==> src/rtl/operand_loader_pkg.sv <==
// Shared definitions for operand_loader: FSM state encodings and default operand width.
package operand_loader_pkg;

  localparam int unsigned DEFAULT_W = 8;

  localparam logic [2:0] ST_IDLE   = 3'd0;
  localparam logic [2:0] ST_LOAD_X = 3'd1;
  localparam logic [2:0] ST_PAR_X  = 3'd2;
  localparam logic [2:0] ST_LOAD_Y = 3'd3;
  localparam logic [2:0] ST_PAR_Y  = 3'd4;
  localparam logic [2:0] ST_HOLD   = 3'd5;

endpackage

==> src/rtl/serial_shift_in.sv <==
// LSB-first serial-to-parallel shift register with running XOR of the shifted bits.
module serial_shift_in #(
  parameter int unsigned W = 8
) (
  input  logic         clk,
  input  logic         rst_n,
  input  logic         clr,
  input  logic         en,
  input  logic         d,
  output logic [W-1:0] o_q,
  output logic         o_par
);

  // Shift new bits in at the MSB so the first bit received ends up at bit 0.
  always_ff @(posedge clk) begin
    if (!rst_n) begin
      o_q   <= '0;
      o_par <= 1'b0;
    end else if (clr) begin
      o_q   <= '0;
      o_par <= 1'b0;
    end else if (en) begin
      o_q   <= {d, o_q[W-1:1]};
      o_par <= o_par ^ d;
    end
  end

endmodule

==> src/rtl/operand_loader.sv <==
// Serial operand loader: assembles X and Y from a parity-checked bit stream and
// presents them with a valid/ready handshake.
module operand_loader
  import operand_loader_pkg::*;
#(
  parameter int unsigned W = DEFAULT_W
) (
  input  logic         clk,
  input  logic         rst_n,
  input  logic         start,
  input  logic         bit_in,
  input  logic         bit_valid,
  output logic [W-1:0] x_out,
  output logic [W-1:0] y_out,
  output logic         out_valid,
  input  logic         out_ready,
  output logic         busy,
  output logic         parity_err
);

  localparam int unsigned CW = $clog2(W + 1);

  logic [2:0]    r_state;
  logic [2:0]    w_state_nxt;
  logic [CW-1:0] r_cnt;
  logic [CW-1:0] w_cnt_nxt;

  logic          w_x_clr;
  logic          w_x_en;
  logic          w_y_clr;
  logic          w_y_en;
  logic          w_commit;
  logic          w_perr;
  logic          w_last;

  logic [W-1:0]  w_x_q;
  logic [W-1:0]  w_y_q;
  logic          w_x_par;
  logic          w_y_par;

  serial_shift_in #(.W(W)) u_shift_x (
    .clk   (clk),
    .rst_n (rst_n),
    .clr   (w_x_clr),
    .en    (w_x_en),
    .d     (bit_in),
    .o_q   (w_x_q),
    .o_par (w_x_par)
  );

  serial_shift_in #(.W(W)) u_shift_y (
    .clk   (clk),
    .rst_n (rst_n),
    .clr   (w_y_clr),
    .en    (w_y_en),
    .d     (bit_in),
    .o_q   (w_y_q),
    .o_par (w_y_par)
  );

  assign w_last = (r_cnt == CW'(W - 1));

  // Next-state, counter and datapath-control decode.
  always_comb begin
    w_state_nxt = r_state;
    w_cnt_nxt   = r_cnt;
    w_x_clr     = 1'b0;
    w_x_en      = 1'b0;
    w_y_clr     = 1'b0;
    w_y_en      = 1'b0;
    w_commit    = 1'b0;
    w_perr      = 1'b0;

    case (r_state)
      ST_IDLE: begin
        if (start) begin
          w_state_nxt = ST_LOAD_X;
          w_cnt_nxt   = '0;
          w_x_clr     = 1'b1;
        end
      end
      ST_LOAD_X: begin
        if (bit_valid) begin
          w_x_en = 1'b1;
          if (w_last) begin
            w_state_nxt = ST_PAR_X;
            w_cnt_nxt   = '0;
          end else begin
            w_cnt_nxt = r_cnt + CW'(1);
          end
        end
      end
      ST_PAR_X: begin
        if (bit_valid) begin
          if (bit_in == w_x_par) begin
            w_state_nxt = ST_LOAD_Y;
            w_cnt_nxt   = '0;
            w_y_clr     = 1'b1;
          end else begin
            w_state_nxt = ST_IDLE;
            w_perr      = 1'b1;
          end
        end
      end
      ST_LOAD_Y: begin
        if (bit_valid) begin
          w_y_en = 1'b1;
          if (w_last) begin
            w_state_nxt = ST_PAR_Y;
            w_cnt_nxt   = '0;
          end else begin
            w_cnt_nxt = r_cnt + CW'(1);
          end
        end
      end
      ST_PAR_Y: begin
        if (bit_valid) begin
          if (bit_in == w_y_par) begin
            w_state_nxt = ST_HOLD;
            w_commit    = 1'b1;
          end else begin
            w_state_nxt = ST_IDLE;
            w_perr      = 1'b1;
          end
        end
      end
      ST_HOLD: begin
        if (out_ready) begin
          w_state_nxt = ST_IDLE;
        end
      end
      default: begin
        w_state_nxt = ST_IDLE;
        w_cnt_nxt   = '0;
      end
    endcase
  end

  // State, counter and registered outputs; status flags follow the next state.
  always_ff @(posedge clk) begin
    if (!rst_n) begin
      r_state    <= ST_IDLE;
      r_cnt      <= '0;
      x_out      <= '0;
      y_out      <= '0;
      out_valid  <= 1'b0;
      busy       <= 1'b0;
      parity_err <= 1'b0;
    end else begin
      r_state    <= w_state_nxt;
      r_cnt      <= w_cnt_nxt;
      out_valid  <= (w_state_nxt == ST_HOLD);
      busy       <= (w_state_nxt != ST_IDLE);
      parity_err <= w_perr;
      if (w_commit) begin
        x_out <= w_x_q;
        y_out <= w_y_q;
      end
    end
  end

endmodule

==> config.mk <==
export PLATFORM = sky130hd
export DESIGN_NAME = operand_loader
export DESIGN_NICKNAME = d
export VERILOG_FILES = /design/src/rtl/operand_loader_pkg.sv /design/src/rtl/serial_shift_in.sv /design/src/rtl/operand_loader.sv
export SDC_FILE = /design/constraint.sdc
export NUM_CORES = 1
export LEC_CHECK = 0
export BUFFER_PORTS_ARGS = -buffer_cell sky130_fd_sc_hd__buf_2
export CORE_ASPECT_RATIO = 1.4
export CORE_MARGIN = 2
export CORE_UTILIZATION = 36
export DETAILED_ROUTE_END_ITERATION = 10
export GPL_ROUTABILITY_DRIVEN = 0
export SYNTH_ARGS = -nofsm -noshare
export SYNTH_HDL_FRONTEND = slang
export SYNTH_HIERARCHICAL = 1
export SYNTH_SLANG_ARGS = --single-unit
==> constraint.sdc <==
create_clock -name clk -period 2.2 [get_ports clk]
set_input_delay 0.66 -clock clk [delete_from_list [all_inputs] [get_ports clk]]
set_output_delay 0.66 -clock clk [all_outputs]
set_load 0.005 [all_outputs]
==> metrics <==
Port Buffer Count=24; largest family of logic cells by synthesized area=simple AND/OR/NAND/NOR gates; Final WS setup=0.577 ns; Reg clk slew, reported paths=0.08 ns; period utilization=73.8%; final-stage net count=232; Compound-Gate Fraction of Synth Area=12.4%; endpoints failing hold=0; Hold Path Depth=2; CTS root buf=clkbuf_8; Pre-antenna DRT Iters=4; CTS tree=done; Routed WL per cell=11.8 microns; io pins=25; pwr/cell area=644 mW/mm^2; post-synthesis mux area share=10.3%; status=finished, final reports clean; First DRT Iteration DRCs=44; Die Area=0.00576 sq mm; unrepaired setup endpoints after global routing=no; Antenna diodes=0; worst path arrival time=1.79 ns; setup bufs post-CTS=0; total gr overflow=0; worst-path cell chain=buf_2 > xnor2_1 > and3_1 > nand2b_1 > nor2_1; Synth Area per Inst=9.24 sq um; worst reg-to-reg path cell count=5; Core ar.=0.00492 sq mm; chip width=64.7 microns; Yosys top cell by area=dfxtp_1; Slew Limit Fails=0; Req. time, crit path=2.37 ns; post-layout util=42.5%; Cell Area, Synth=0.00186 sq mm; Synth async-reset ratio=0%; Post-synth EDFFs=0; Clk Latency, worst-skew pair=0.28 ns; max cap viols=0; post-route cell area=0.00209 sq mm; ranking of synthesized cells by area=dfxtp_1 47%, mux2i_1 9.7%, nand2_1 7.9%; worst reg-to-reg setup slack=0.60 ns; Hold EP=y_out[6]; overall routed net length=3.42 mm; num rows=30; Max Clock Skew=0.00454 ns; maximum fanout along the worst path=9; CP Launch Type=input port; share of layout cells above drive strength 1=20.0%; leakage power=0.788 nW; Initial Utilization=37.8%; Post-Syn Instances=201; Sum Neg Setup Slack=0 ns; Top delay family on crit path=simple AND/OR/NAND/NOR gates; crit-path max cell delay=0.34 ns; Placement Cell Area=0.00201 sq mm; DRC=0; adder-cell share of the synthesized area=0.673%; Worst Setup SP=bit_in; Synth Net Count=208; Final setup viols=0; Tot GR Track Use=13.1%; top cell type's share of synthesized area=47.4%; reg2reg end=busy; hold_sp=y_out[6]; crit path kind=input port to flip-flop; max frequency=0.616 GHz; Avg Vias per Cell=4.76; fill count=506; maximum root-to-sink buffer count=2; CTS Hold Bufs=0; Post-Synth XOR/XNOR Area=1.35%; worst r2r src=r_cnt[0]; dpl hpwl=2.42 mm; CTS Sinks=44; CTS H-Tree Depth=2; Post-DRT Antenna Nets=0; Post-synth top flop=dfxtp_1; Final Instance Count excl. Fillers=289; number of buffers created by CTS=5; DP Cell Count=282; Power Total=1.34 mW; post-cts sizing count=0; Synth cell types=41; Yosys reg bits=44; class of the worst hold path=flip-flop to flip-flop; Critical Path End Type=flip-flop; Buffers & Inverters on Critical Path=1; setup slack at placement=0.277 ns; WHS=0.453 ns; fin crit period=1.62 ns; commonest non-fill, non-tap cell in the layout=dfxtp_1; Worst IR Drop VDD=232 uV; Synth Area in Simple Gates=23.0%; Layout area overhead=12.5%; initial antenna violation count=0; YS warnings=6; Seq/Total Area, Yosys=47.4%; commonest non-fill, non-tap cells in the layout=44 x dfxtp_1, 39 x nand2_1, 24 x buf_2, 23 x nor2_1, 18 x mux2i_1; first-pass GRT wire length=5.81 mm; via count=1376; Die Ht=89.0 microns; vias in the first global route=1293; largest net degree at the start of global routing=19; worst-margin pin slew=0.521 ns; Crit-path slowest cell=xnor2_1; Slew HR=64.8%
## metal layers
layer  up-vias  wire length [microns]  track usage, %
met2        23                   1720            22.2
met5         -                      0               0
met4         0                     76            8.51
li1        727                      -               -
met3         4                     94            2.52
met1       622                   1530            15.2
## synth_stat cells, types with 2 or more instances
| master | count |
|---|---|
| a21bo_1 | 2 |
| a21oi_1 | 17 |
| a21oi_2 | 2 |
| a311oi_1 | 2 |
| a31oi_1 | 2 |
| and3_1 | 2 |
| buf_2 | 2 |
| buf_4 | 2 |
| buf_6 | 3 |
| clkbuf_1 | 2 |
| clkbuf_2 | 2 |
| dfxtp_1 | 44 |
| inv_1 | 3 |
| mux2i_1 | 18 |
| nand2_1 | 39 |
| nand2b_1 | 6 |
| nand3_1 | 2 |
| nand3b_1 | 4 |
| nor2_1 | 23 |
| nor2b_1 | 2 |
| o21ai_0 | 2 |
## tightest hold or removal path: cells and delay by family, from the launching register on
family	cells	cell delay, ns
AOI/OAI and AO/OA	1	0.05
and+or+nand+nor	1	0.05
DFF	1	0.31
## worst max-delay path by stage
| stage | end | slack (ns) | cells after the start |
|---|---|---|---|
| 2_1_floorplan | r_cnt[3] | 0.62 | 5 |
| 3_3_place_gp | busy | 0.33 | 5 |
| 3_5_place_dp | u_shift_y/o_q[4] | 0.28 | 5 |
| 4_1_cts | u_shift_y/o_q[4] | 0.58 | 5 |
| 5_1_grt | u_shift_y/o_q[1] | 0.41 | 5 |
| 6_report | u_shift_y/o_q[4] | 0.58 | 5 |
## kinds of logic (layout without fill, tap and decap cells)
logic type,after synthesis,after routing
multiplexers,19,19
flip-flops,44,44
adder cells (fa/ha/maj),1,1
buffers and inverters,15,39
AND/OR/NAND/NOR,86,86
XOR/XNOR,2,2
AO/OA/AOI/OAI,34,34
## power breakdown
part,switching (mW),internal [mW]
clock,0.246,0.216
sequential,0.00580,0.801
combinational,0.0468,0.0293
## registers in the layout (all words and copies together) (netlist names)
signal	flops
u_shift_x/o_par	1
parity_err	1
out_valid	1
busy	1
u_shift_y/o_q	8
r_cnt	4
x_out	8
u_shift_y/o_par	1
u_shift_x/o_q	8
r_state	3
y_out	8
## cell type report
class	count	area (sq um)	share of cell area, %
clock buffers	6	72.6	3.47
flip-flops and latches	44	881	42.2
inverters	4	15.0	0.719
repair buffers	28	150	7.19
clock inverters	1	5.00	0.240
multi-input cells	142	886	42.4
well taps	64	80.1	3.83
Power figures use the tool's default switching activity.
